--- src/rtl/cache_pkg.sv ---
// cache_pkg: shared types and helpers for the set-associative cache.
//   cache_state_t : miss-handling FSM states
//   age_width()   : bits needed for a per-way LRU age (and a way index)
package cache_pkg;

    typedef enum logic [1:0] {
        IDLE,
        WRITEBACK,
        REFILL,
        RESPOND
    } cache_state_t;

    localparam int unsigned BYTE_W = 8;

    function automatic int unsigned age_width(input int unsigned ways);
        return (ways < 2) ? 1 : $clog2(ways);
    endfunction

endpackage

--- src/rtl/lru_update.sv ---
// lru_update: next-age vector for the ways of one set after an access.
//   age_i     : current ages of every way in the set (a permutation of 0..WAYS-1)
//   touched_i : way that completed an access
//   age_o     : touched way becomes WAYS-1; ways older-ranked than it shift down by one
module lru_update
    import cache_pkg::*;
#(
    parameter int unsigned WAYS  = 4,
    parameter int unsigned AGE_W = age_width(WAYS)
) (
    input  logic [WAYS-1:0][AGE_W-1:0] age_i,
    input  logic [AGE_W-1:0]           touched_i,
    output logic [WAYS-1:0][AGE_W-1:0] age_o
);

    always_comb begin
        age_o = age_i;
        for (int unsigned w = 0; w < WAYS; w++) begin
            if (AGE_W'(w) == touched_i) begin
                age_o[w] = AGE_W'(WAYS - 1);
            end else if (age_i[w] > age_i[touched_i]) begin
                age_o[w] = age_i[w] - AGE_W'(1);
            end
        end
    end

endmodule

--- src/rtl/assoc_cache.sv ---
// assoc_cache: write-back, write-allocate set-associative cache, one word per line.
//   clk_i, rst_ni                 : clock, asynchronous active-low reset
//   req_i, write_enable_i,
//   byte_op_i, address_i,
//   write_data_i                  : CPU access (held stable while stall_o=1)
//   read_data_o, stall_o          : load result (byte loads zero-extended), busy
//   mem_req_o, mem_we_o,
//   mem_address_o,
//   mem_write_data_o              : backing-memory request (registered)
//   mem_ready_i, mem_read_data_i  : backing-memory handshake and refill word
module assoc_cache
    import cache_pkg::*;
#(
    parameter int unsigned WIDTH    = 32,
    parameter int unsigned SET_BITS = 4,
    parameter int unsigned WAYS     = 4
) (
    input  logic             clk_i,
    input  logic             rst_ni,
    input  logic             req_i,
    input  logic             write_enable_i,
    input  logic             byte_op_i,
    input  logic [WIDTH-1:0] address_i,
    input  logic [WIDTH-1:0] write_data_i,
    output logic [WIDTH-1:0] read_data_o,
    output logic             stall_o,
    output logic             mem_req_o,
    output logic             mem_we_o,
    output logic [WIDTH-1:0] mem_address_o,
    output logic [WIDTH-1:0] mem_write_data_o,
    input  logic             mem_ready_i,
    input  logic [WIDTH-1:0] mem_read_data_i
);

    localparam int unsigned SETS  = 1 << SET_BITS;
    localparam int unsigned AGE_W = age_width(WAYS);
    localparam int unsigned TAG_W = WIDTH - SET_BITS - 2;

    typedef logic [AGE_W-1:0] way_t;

    // Line storage
    logic [WIDTH-1:0]            data_q  [SETS][WAYS];
    logic [TAG_W-1:0]            tag_q   [SETS][WAYS];
    logic [WAYS-1:0]             valid_q [SETS];
    logic [WAYS-1:0]             dirty_q [SETS];
    logic [WAYS-1:0][AGE_W-1:0]  age_q   [SETS];

    cache_state_t state_q;
    way_t         victim_q;

    logic [SET_BITS-1:0] set_idx;
    logic [TAG_W-1:0]    req_tag;
    logic [4:0]          lane_shift;

    assign set_idx    = address_i[SET_BITS+1:2];
    assign req_tag    = address_i[WIDTH-1:SET_BITS+2];
    assign lane_shift = {address_i[1:0], 3'b000};

    // Hit detection and victim selection for the addressed set
    logic                       hit;
    way_t                       hit_way;
    way_t                       victim_way;
    logic                       found_inv;

    always_comb begin
        hit     = 1'b0;
        hit_way = '0;
        for (int unsigned w = 0; w < WAYS; w++) begin
            if (valid_q[set_idx][w] && (tag_q[set_idx][w] == req_tag)) begin
                hit     = req_i;
                hit_way = way_t'(w);
            end
        end
    end

    // Scan downward so the lowest-index invalid way wins.
    always_comb begin
        found_inv  = 1'b0;
        victim_way = '0;
        for (int unsigned w = 0; w < WAYS; w++) begin
            if (!found_inv && age_q[set_idx][w] == '0) begin
                victim_way = way_t'(w);
            end
        end
        for (int unsigned i = 0; i < WAYS; i++) begin
            if (!valid_q[set_idx][WAYS-1-i]) begin
                found_inv  = 1'b1;
                victim_way = way_t'(WAYS - 1 - i);
            end
        end
    end

    // Access completion: a hit in IDLE or the replayed access in RESPOND
    logic             access_done;
    way_t             touched;
    logic [WIDTH-1:0] line_word;
    logic [WIDTH-1:0] byte_mask;
    logic [WIDTH-1:0] merged_word;
    logic [WIDTH-1:0] shifted_word;

    assign access_done = req_i && ((state_q == IDLE && hit) || state_q == RESPOND);
    assign touched     = (state_q == RESPOND) ? victim_q : hit_way;
    assign line_word   = data_q[set_idx][touched];
    assign byte_mask   = WIDTH'({BYTE_W{1'b1}}) << lane_shift;
    assign shifted_word = line_word >> lane_shift;

    always_comb begin
        if (byte_op_i) begin
            merged_word = (line_word & ~byte_mask) |
                          (WIDTH'(write_data_i[BYTE_W-1:0]) << lane_shift);
        end else begin
            merged_word = write_data_i;
        end
    end

    always_comb begin
        read_data_o = '0;
        if (access_done) begin
            read_data_o = byte_op_i ? WIDTH'(shifted_word[BYTE_W-1:0]) : line_word;
        end
    end

    assign stall_o = req_i && ((state_q == IDLE && !hit) ||
                               state_q == WRITEBACK || state_q == REFILL);

    logic [WAYS-1:0][AGE_W-1:0] age_next;

    lru_update #(
        .WAYS  (WAYS),
        .AGE_W (AGE_W)
    ) u_lru (
        .age_i     (age_q[set_idx]),
        .touched_i (touched),
        .age_o     (age_next)
    );

    logic refill_done;
    assign refill_done = (state_q == REFILL) && mem_ready_i;

    // Miss FSM with registered memory-side outputs
    always_ff @(posedge clk_i or negedge rst_ni) begin
        if (!rst_ni) begin
            state_q          <= IDLE;
            victim_q         <= '0;
            mem_req_o        <= 1'b0;
            mem_we_o         <= 1'b0;
            mem_address_o    <= '0;
            mem_write_data_o <= '0;
        end else begin
            case (state_q)
                IDLE: begin
                    if (req_i && !hit) begin
                        victim_q  <= victim_way;
                        mem_req_o <= 1'b1;
                        if (valid_q[set_idx][victim_way] && dirty_q[set_idx][victim_way]) begin
                            state_q          <= WRITEBACK;
                            mem_we_o         <= 1'b1;
                            mem_address_o    <= {tag_q[set_idx][victim_way], set_idx, 2'b00};
                            mem_write_data_o <= data_q[set_idx][victim_way];
                        end else begin
                            state_q       <= REFILL;
                            mem_we_o      <= 1'b0;
                            mem_address_o <= {address_i[WIDTH-1:2], 2'b00};
                        end
                    end
                end
                WRITEBACK: begin
                    if (mem_ready_i) begin
                        state_q       <= REFILL;
                        mem_we_o      <= 1'b0;
                        mem_address_o <= {address_i[WIDTH-1:2], 2'b00};
                    end
                end
                REFILL: begin
                    if (mem_ready_i) begin
                        state_q   <= RESPOND;
                        mem_req_o <= 1'b0;
                    end
                end
                RESPOND: begin
                    state_q <= IDLE;
                end
                default: begin
                    state_q   <= IDLE;
                    mem_req_o <= 1'b0;
                    mem_we_o  <= 1'b0;
                end
            endcase
        end
    end

    // Data and tag arrays carry no reset; valid bits gate their use.
    always_ff @(posedge clk_i) begin
        if (refill_done) begin
            data_q[set_idx][victim_q] <= mem_read_data_i;
            tag_q[set_idx][victim_q]  <= req_tag;
        end else if (access_done && write_enable_i) begin
            data_q[set_idx][touched] <= merged_word;
        end
    end

    always_ff @(posedge clk_i or negedge rst_ni) begin
        if (!rst_ni) begin
            for (int unsigned s = 0; s < SETS; s++) begin
                valid_q[s] <= '0;
                dirty_q[s] <= '0;
                for (int unsigned w = 0; w < WAYS; w++) begin
                    age_q[s][w] <= AGE_W'(w);
                end
            end
        end else begin
            if (refill_done) begin
                valid_q[set_idx][victim_q] <= 1'b1;
                dirty_q[set_idx][victim_q] <= 1'b0;
            end
            if (access_done) begin
                age_q[set_idx] <= age_next;
                if (write_enable_i) begin
                    dirty_q[set_idx][touched] <= 1'b1;
                end
            end
        end
    end

endmodule

--- config.mk ---
export PLATFORM = sky130hd
export DESIGN_NAME = assoc_cache
export DESIGN_NICKNAME = d
export VERILOG_FILES = /design/src/rtl/cache_pkg.sv /design/src/rtl/lru_update.sv /design/src/rtl/assoc_cache.sv
export SDC_FILE = /design/constraint.sdc
export NUM_CORES = 2
export LEC_CHECK = 0
export BUFFER_PORTS_ARGS = -buffer_cell sky130_fd_sc_hd__buf_4
export CAP_MARGIN = 15
export CELL_PAD_IN_SITES_DETAIL_PLACEMENT = 1
export CELL_PAD_IN_SITES_GLOBAL_PLACEMENT = 1
export CORE_MARGIN = 4
export CORE_UTILIZATION = 35
export DETAILED_ROUTE_END_ITERATION = 6
export GPL_TIMING_DRIVEN = 0
export PLACE_DENSITY = 0.53
export SYNTH_ARGS = -nofsm -noshare
export SYNTH_HDL_FRONTEND = slang
export SYNTH_SLANG_ARGS = --single-unit
--- constraint.sdc ---
create_clock -name clk_i -period 13.65 [get_ports clk_i]
set_input_delay 1.365 -clock clk_i [delete_from_list [all_inputs] [get_ports clk_i]]
set_output_delay 1.365 -clock clk_i [all_outputs]
set_load 0.03 [all_outputs]
== Word-level counts from Yosys, hierarchy flattened ==
Memories as Yosys holds them, arrays and structs flattened.
Index checks and enable logic that the tools add are counted.

* Word-level logic and storage cells: 531
* Memories kept: 2
* RAM bits: 3712
* Flip-flop bits (word level): 326
* Output and inout port bits: 99

* Reduce and logical (&&, ||, !) cells: 33
* Equality and inequality tests: 13
* Mux-type cells: 219
* Shifts and indexed selects: 3
* Bitwise logic cells: 139
* $add $sub $neg: 4
* Order comparisons: 16

{| class="wikitable"
|+ Memory list
! name !! words !! width !! rd ports !! clocked after Yosys merged registers in !! write ports !! line !! RTL
|-
| data_q || 16 || 128 || 1 || 0 || 1 || assoc_cache.sv:42 || <nowiki>logic [WIDTH-1:0] data_q [SETS][WAYS];</nowiki>
|-
| tag_q || 16 || 104 || 1 || 0 || 1 || assoc_cache.sv:43 || <nowiki>logic [TAG_W-1:0] tag_q [SETS][WAYS];</nowiki>
|}

{| class="wikitable"
|+ Operators with widths
! kind !! number
|-
| $mux 32 || 12
|-
| $mux 128 || 2
|-
| $mux 64 || 3
|-
| $mux 1 || 145
|-
| $bmux 32 s2 || 2
|-
| $bwmux 128 || 1
|-
| $demux 32 s2 || 2
|-
| $or 1x1->1 || 128
|-
| $or 64x64->64 || 2
|-
| $eq 26x26->1 || 4
|-
| $mux 104 || 1
|-
| $mux 26 || 3
|-
| $and 64x64->64 || 1
|-
| $not 64->64 || 1
|-
| $pmux 32 s2 || 1
|-
| $bmux 26 s2 || 1
|-
| $demux 26 s2 || 1
|-
| $mux 2 || 22
|-
| $and 32x32->32 || 1
|-
| $bmux 4 s4 || 2
|-
| $bmux 8 s4 || 1
|-
| $demux 4 s4 || 2
|-
| $demux 8 s4 || 1
|-
| $not 32->32 || 1
|-
| 34 further kinds || 87
|}

== Longest topological paths before layout ==
* Depth after elaboration: 19
* Depth in mapped cells: 29
* Gate-level depth less buffers: 18

== Cells and area by module ==
From an unflattened synthesis, not the netlist that was laid out.

* Cells, all modules: 8210
* Area total of the unflattened synthesis: 165344.8 um^2

{| class="wikitable"
|+ By module, submodules not included
! module !! instances !! cells each !! area each (um^2)
|-
| assoc_cache || 1 || 8160 || 164980.7
|-
| lru_update || 1 || 50 || 364.1
|}

== Least setup slack after synthesis ==
Ideal clock, no wire load.

* Path kind: input port to flip-flop
* Start: input port address_i[3]
* End: register mem_address_o[13]
* Data required time: 13.525 ns
* Stages on the path: 27
* Path slack: 6.623 ns
* Path buffers: 16
* Arrival time: 6.902 ns
* Cell sequence: buf_6 > buf_8 > buf_6 > buf_6 > buf_6 > buf_6 > buf_6 > buf_6 > buf_2 > buf_2 > buf_2 > buf_2 > buf_2 > mux4_2 > mux4_2 > inv_1 > ha_1 > inv_1 > a21oi_1 > a21boi_0 > o21ai_1 > clkbuf_1 > clkbuf_1 > clkbuf_1 > a31oi_1 > mux2_2 > mux2_2

* Word-level cells in the longest chain between the ends: 19

{| class="wikitable"
|+ Ends and longest elaborated chain
! what !! line !! RTL
|-
| start: declaration || assoc_cache.sv:23 || <nowiki>input logic [WIDTH-1:0] address_i,</nowiki>
|-
| $not 4->5 (not written as such) || - ||
|-
| $bmux 8 s4 || assoc_cache.sv:81 || <nowiki>if (!found_inv && age_q[set_idx][w] == '0) begin</nowiki>
|-
| $mux 8 (not written as such) (2 in series) || assoc_cache.sv:81 ||
|-
| $logic_not 2->1 || assoc_cache.sv:81 ||
|-
| $mux 1 || assoc_cache.sv:81 ||
|-
| $mux 2 (2 in series) || assoc_cache.sv:81 ||
|-
| $mux 2 (4 in series) || assoc_cache.sv:86 || <nowiki>if (!valid_q[set_idx][WAYS-1-i]) begin</nowiki>
|-
| $not 2->3 (not written as such) || assoc_cache.sv:158 || <nowiki>mem_address_o <= {tag_q[set_idx][victim_way], set_idx, 2'b00};</nowiki>
|-
| $bmux 26 s2 || assoc_cache.sv:158 ||
|-
| $mux 26 (not written as such) (2 in series) || assoc_cache.sv:158 ||
|-
| $mux 32 || assoc_cache.sv:155 || <nowiki>if (valid_q[set_idx][victim_way] && dirty_q[set_idx][victim_way]) begin</nowiki>
|-
| $mux 32 || assoc_cache.sv:152 || <nowiki>if (req_i && !hit) begin</nowiki>
|-
| $pmux 32 s2 || assoc_cache.sv:150 || <nowiki>case (state_q)</nowiki>
|-
| end signal: assignment || assoc_cache.sv:158 ||
|-
| end signal: assignment || assoc_cache.sv:163 || <nowiki>mem_address_o <= {address_i[WIDTH-1:2], 2'b00};</nowiki>
|-
| end signal: assignment || assoc_cache.sv:171 || <nowiki>mem_address_o <= {address_i[WIDTH-1:2], 2'b00};</nowiki>
|-
| end: declaration || assoc_cache.sv:29 || <nowiki>output logic [WIDTH-1:0] mem_address_o,</nowiki>
|}

Parallel ways exist; a longest one is shown, timed or not. The select of a mux whose other input is x is not followed.
A chain may end at the register's enable or synchronous reset.

== Worst setup path in the final report ==
* Start: input port address_i[4]
* End: register mem_write_data_o[24]

* Word-level cells in the longest chain between the ends: 16

{| class="wikitable"
|+ Ends and longest elaborated chain
! what !! line !! RTL
|-
| $not 4->5 (not written as such) || - ||
|-
| $bmux 8 s4 || assoc_cache.sv:81 ||
|-
| $mux 8 (not written as such) (2 in series) || assoc_cache.sv:81 ||
|-
| $logic_not 2->1 || assoc_cache.sv:81 ||
|-
| $mux 1 || assoc_cache.sv:81 ||
|-
| $mux 2 (2 in series) || assoc_cache.sv:81 ||
|-
| $mux 2 (4 in series) || assoc_cache.sv:86 ||
|-
| $bmux 1 s2 / $not 2->3 (equally long branches) || assoc_cache.sv:155, assoc_cache.sv:159 ||
|-
| $mux 1 (not written as such) / $bmux 32 s2 (equally long branches) || assoc_cache.sv:155, assoc_cache.sv:159 ||
|-
| $logic_and 1x1->1 / $mux 32 (equally long branches) || assoc_cache.sv:155, assoc_cache.sv:159 ||
|-
| $reduce_and 3->1 (no line) / $mux 32 (equally long branches) || - ||
|-
| end signal: assignment || assoc_cache.sv:159 || <nowiki>mem_write_data_o <= data_q[set_idx][victim_way];</nowiki>
|-
| end: declaration || assoc_cache.sv:30 || <nowiki>output logic [WIDTH-1:0] mem_write_data_o,</nowiki>
|}

Parallel ways exist; a longest one is shown, timed or not. The select of a mux whose other input is x is not followed.

==> flow_metrics.tcl <==
set metrics [dict create \
    synth_top_family_by_area "multiplexers" \
    synth.distinct_cells 101 \
    required_ns 14.59 \
    synth_edf_count 3712 \
    yosysWarnings 0 \
    slew_headroom_pct 4.56 \
    synth-simple-area-share_pct 3.57 \
    rrSetupSlack_ns 4.90 \
    wirelength_um 746000 \
    antenna_left 0 \
    pwr-share-comb_pct 15.4 \
    remaining_drc_errors 0 \
    vias 99200 \
    multi_input_area_um2 44800 \
    cts.repair.resized 0 \
    p_sw_mw 8.59 \
    grt_pass1_vias 99200 \
    synth_cells 8741 \
    synth_top_area_share_pct 66.9 \
    syn_area_um2 167000 \
    dieArea_um2 487000 \
    p_seq_share_pct 46.1 \
    synth-seq-area-share_pct 71.8 \
    core-area_um2 475000 \
    first_pass_iters 6 \
    worstMarginPinSlew_ns 1.43 \
    dieWidth_um 698 \
    worstSkewPairLatency_ns 1.06 \
    worstSetupPathType "input pin to flop" \
    cts_hold_buf 0 \
    critPathSlowestCell "clkbuf_1" \
    syn_avg_cell_area_um2 19.1 \
    grt_max_degree 100 \
    vdd_drop_max_mv 0.147 \
    cpPeakStageDelay_ns 1.06 \
    final_nets 9830 \
    n_fill_cell 45000 \
    placementRows 253 \
    synthTopCellsByArea "edfxtp_1, mux4_2, dfrtp_1" \
    io_pins 201 \
    drt-initial-drc-count 13400 \
    antenna_found_initial 59 \
    place_congestion 0.993 \
    port_buffers 195 \
    path_cells "clkbuf_1, buf_2, buf_2, buf_2, buf_2, buf_2, buf_2, buf_2, buf_2, buf_2, buf_4, mux4_2, inv_1, ha_1, inv_1, a21oi_1, a21boi_0, o21ai_1, clkbuf_2, buf_1, clkbuf_1, clkbuf_1, o21ai_0, o21ai_0" \
    drv_slew 0 \
    hold_path.class "input pin to async pin" \
    yosys.area.top_type "edfxtp_1" \
    clk_pin_slew_ns 0.06 \
    power_mw 30.6 \
    status "finished, final reports clean" \
    post_cts_buffers 0 \
    p_clk_share_pct 38.5 \
    htree_levels 5 \
    synth_seq_cells 4036 \
    synth-xor-area-share_pct 0.620 \
    fin_crit_ns 13.26 \
    cts.sinks 4036 \
    synth-main-ff-cell "edfxtp_1" \
    start_kind "input pin" \
    overflow 0 \
    regArea_um2 120000 \
    crit_top_cell "buf_2" \
    syn2layout_area_growth_pct 18.2 \
    viasPerCell 6.07 \
    synth_async_sr_flop_share_pct 8.03 \
    maxCapViolCount 0 \
    cts_tree "built" \
    cts-root-buf "clkbuf_16" \
    muxShareOfSynthArea_pct 18.1 \
    die_y_um 698 \
    endpoint_kind "flop" \
    crit_arrival_ns 14.20 \
    post-route-period-util_pct 97.1 \
    drive_gt1_share_pct 30.2 \
    final.setup_skew_ns 0.0796 \
    place_hpwl_um 535000 \
    synth_compound_area_share_pct 3.78 \
    hold_viol_final 0 \
    p_int_mw 22.0 \
    grt_pass1_wl_um 973000 \
    grt_usage_pct 30.0 \
    synth_fa_ha_area_share_pct 0.120 \
    critPathMaxFanout 11 \
    r2r_cells 13 \
    cts_buffers 436 \
    p_sw_share_pct 28.1 \
    wl_per_cell_um 45.6 \
    clock.fmax_ghz 0.0754 \
    clockBufferDepth 4 \
    leakagePower_nw 64.2 \
    fin_util_pct 41.5 \
    start_util_pct 35.1 \
    grt_setup_unrepaired "false" \
    power_density_nw_per_um2 155 \
    setup_violations 0 \
]
[power groups by stage]
stage / Clock (mW) / Combinational (mW) / Sequential (mW)
final: 11.8 / 4.72 / 14.1
after global routing: 12.5 / 4.82 / 14.1
after CTS: 11.9 / 4.61 / 14.1
after detailed placement: 0 / 4.60 / 14.3
after global placement: 0 / 4.37 / 14.3
after floorplan: 0 / 2.18 / 14.4
[synthesized netlist by cell type (19+ instances only)]
library cell	count
mux2_2	179
edfxtp_1	3712
mux4_2	1096
buf_4	76
nor2b_1	20
nor2_1	409
buf_6	56
and3_1	22
o21a_1	19
a22o_1	23
o21ai_0	403
mux2i_1	348
o21ai_1	25
or2_2	70
clkbuf_1	191
nand3_1	134
buf_2	159
o211ai_1	32
and2_1	23
o22ai_1	46
a22oi_1	73
dfrtp_1	260
a211oi_1	22
inv_1	52
a31oi_1	34
dfstp_2	64
a21oi_1	141
buf_1	69
xnor2_1	117
nor3_1	50
nand2_1	498
nand4_1	29
[kinds of logic (layout without fill, tap and decap cells)]
group                    after synthesis  in the layout
multiplexers                        1625           1625
flip-flops                          4036           4036
adder cells (fa/ha/maj)               16             16
AO/OA/AOI/OAI                        996            996
other                                  1             23
XOR/XNOR                             118            118
buffers and inverters                614           1958
AND/OR/NAND/NOR                     1335           1335
[flip-flops by register name, indices dropped and copies added (netlist names)]
name	cells
age_q	128
mem_req_o	1
data_q	2048
mem_we_o	1
dirty_q	64
mem_write_data_o	32
mem_address_o	30
valid_q	64
tag_q	1664
state_q	2
victim_q	2
[layer usage]
metal  share of wire (%)  vias to the layer above  GRT usage (%)
met3                 7.2                     1278           4.88
met5              0.0044                        -              0
li1                    -                    37700              -
met4                 5.6                        4           13.9
met1                  40                    55100           39.6
met2                  47                     5217           48.8
[per-stage QoR]
stage	std cells	area, um2	setup TNS, ns	hold slack [ns]	worst slack (ns)
after floorplan	8742	167000	0	0.434	6.62
after global placement	15200	176000	-4491.31	0.445	-2.97
after global routing	16300	197000	0	0.0943	0.749
final	16400	197000	0	0.124	0.391
after detailed placement	15500	182000	-0.308	0.449	-0.184
after CTS	16300	196000	0	0.0655	0.916
[cells in the final DEF (no fill, tap or decap), types with 21 or more instances in the layout]
| cell type | synthesis | final |
|---|---|---|
| o211ai_1 | 32 | 32 |
| xnor2_1 | 117 | 117 |
| nand3_1 | 134 | 134 |
| and3_1 | 22 | 22 |
| o22ai_1 | 46 | 46 |
| buf_8 | 2 | 37 |
| dfrtp_1 | 260 | 260 |
| mux2_2 | 179 | 179 |
| clkinv_2 | 0 | 75 |
| buf_12 | 0 | 175 |
| nor2_1 | 409 | 290 |
| bufinv_16 | 0 | 34 |
| buf_2 | 159 | 172 |
| mux2i_1 | 348 | 346 |
| a21oi_1 | 141 | 128 |
| or2_2 | 70 | 70 |
| nor3_1 | 50 | 49 |
| diode_2 | 0 | 21 |
| dfstp_2 | 64 | 64 |
| inv_1 | 52 | 52 |
| and2_1 | 23 | 23 |
| buf_1 | 69 | 64 |
| nand4_1 | 29 | 29 |
| nand2_1 | 498 | 498 |
| clkbuf_1 | 191 | 284 |
| o21ai_1 | 25 | 41 |
| buf_4 | 76 | 310 |
| buf_6 | 56 | 96 |
| a22o_1 | 23 | 23 |
| nor2_4 | 2 | 130 |
| a31oi_1 | 34 | 32 |
| edfxtp_1 | 3712 | 3712 |
| o21ai_0 | 403 | 387 |
| clkbuf_16 | 0 | 441 |
| a211oi_1 | 22 | 22 |
| mux4_2 | 1096 | 1096 |
| buf_16 | 0 | 37 |
| a22oi_1 | 73 | 73 |
| clkinv_1 | 6 | 108 |
[path summary, 6_finish.rpt]
path	startpoint	end
min	rst_ni	mem_write_data_o[2]
max reg2reg	tag_q[8][4]	data_q[6][120]
min reg2reg	valid_q[39]	valid_q[39]
max in group asynchronous	rst_ni	valid_q[11]
min in group clk_i	valid_q[39]	valid_q[39]
max	address_i[4]	mem_write_data_o[24]
[worst max-delay path: cells and delay by family]
kind	cells	cell delay [ns]
AOI/OAI and AO/OA	5	2.39
muxes	1	0.48
adders and majority gates	1	0.20
buffers and inverters	17	9.59
[cell type report]
class | instances | share of cell area (%)
inverter | 60 | 0.114
antenna | 21 | 0.0267
multi-input combinational | 4092 | 22.7
clock inverter | 256 | 1.22
timing repair buffer | 532 | 3.73
buffer | 554 | 1.53
clock buffer | 556 | 5.91
tap | 6247 | 3.97
sequential | 4036 | 60.8
(Power assumes the default switching activity.)
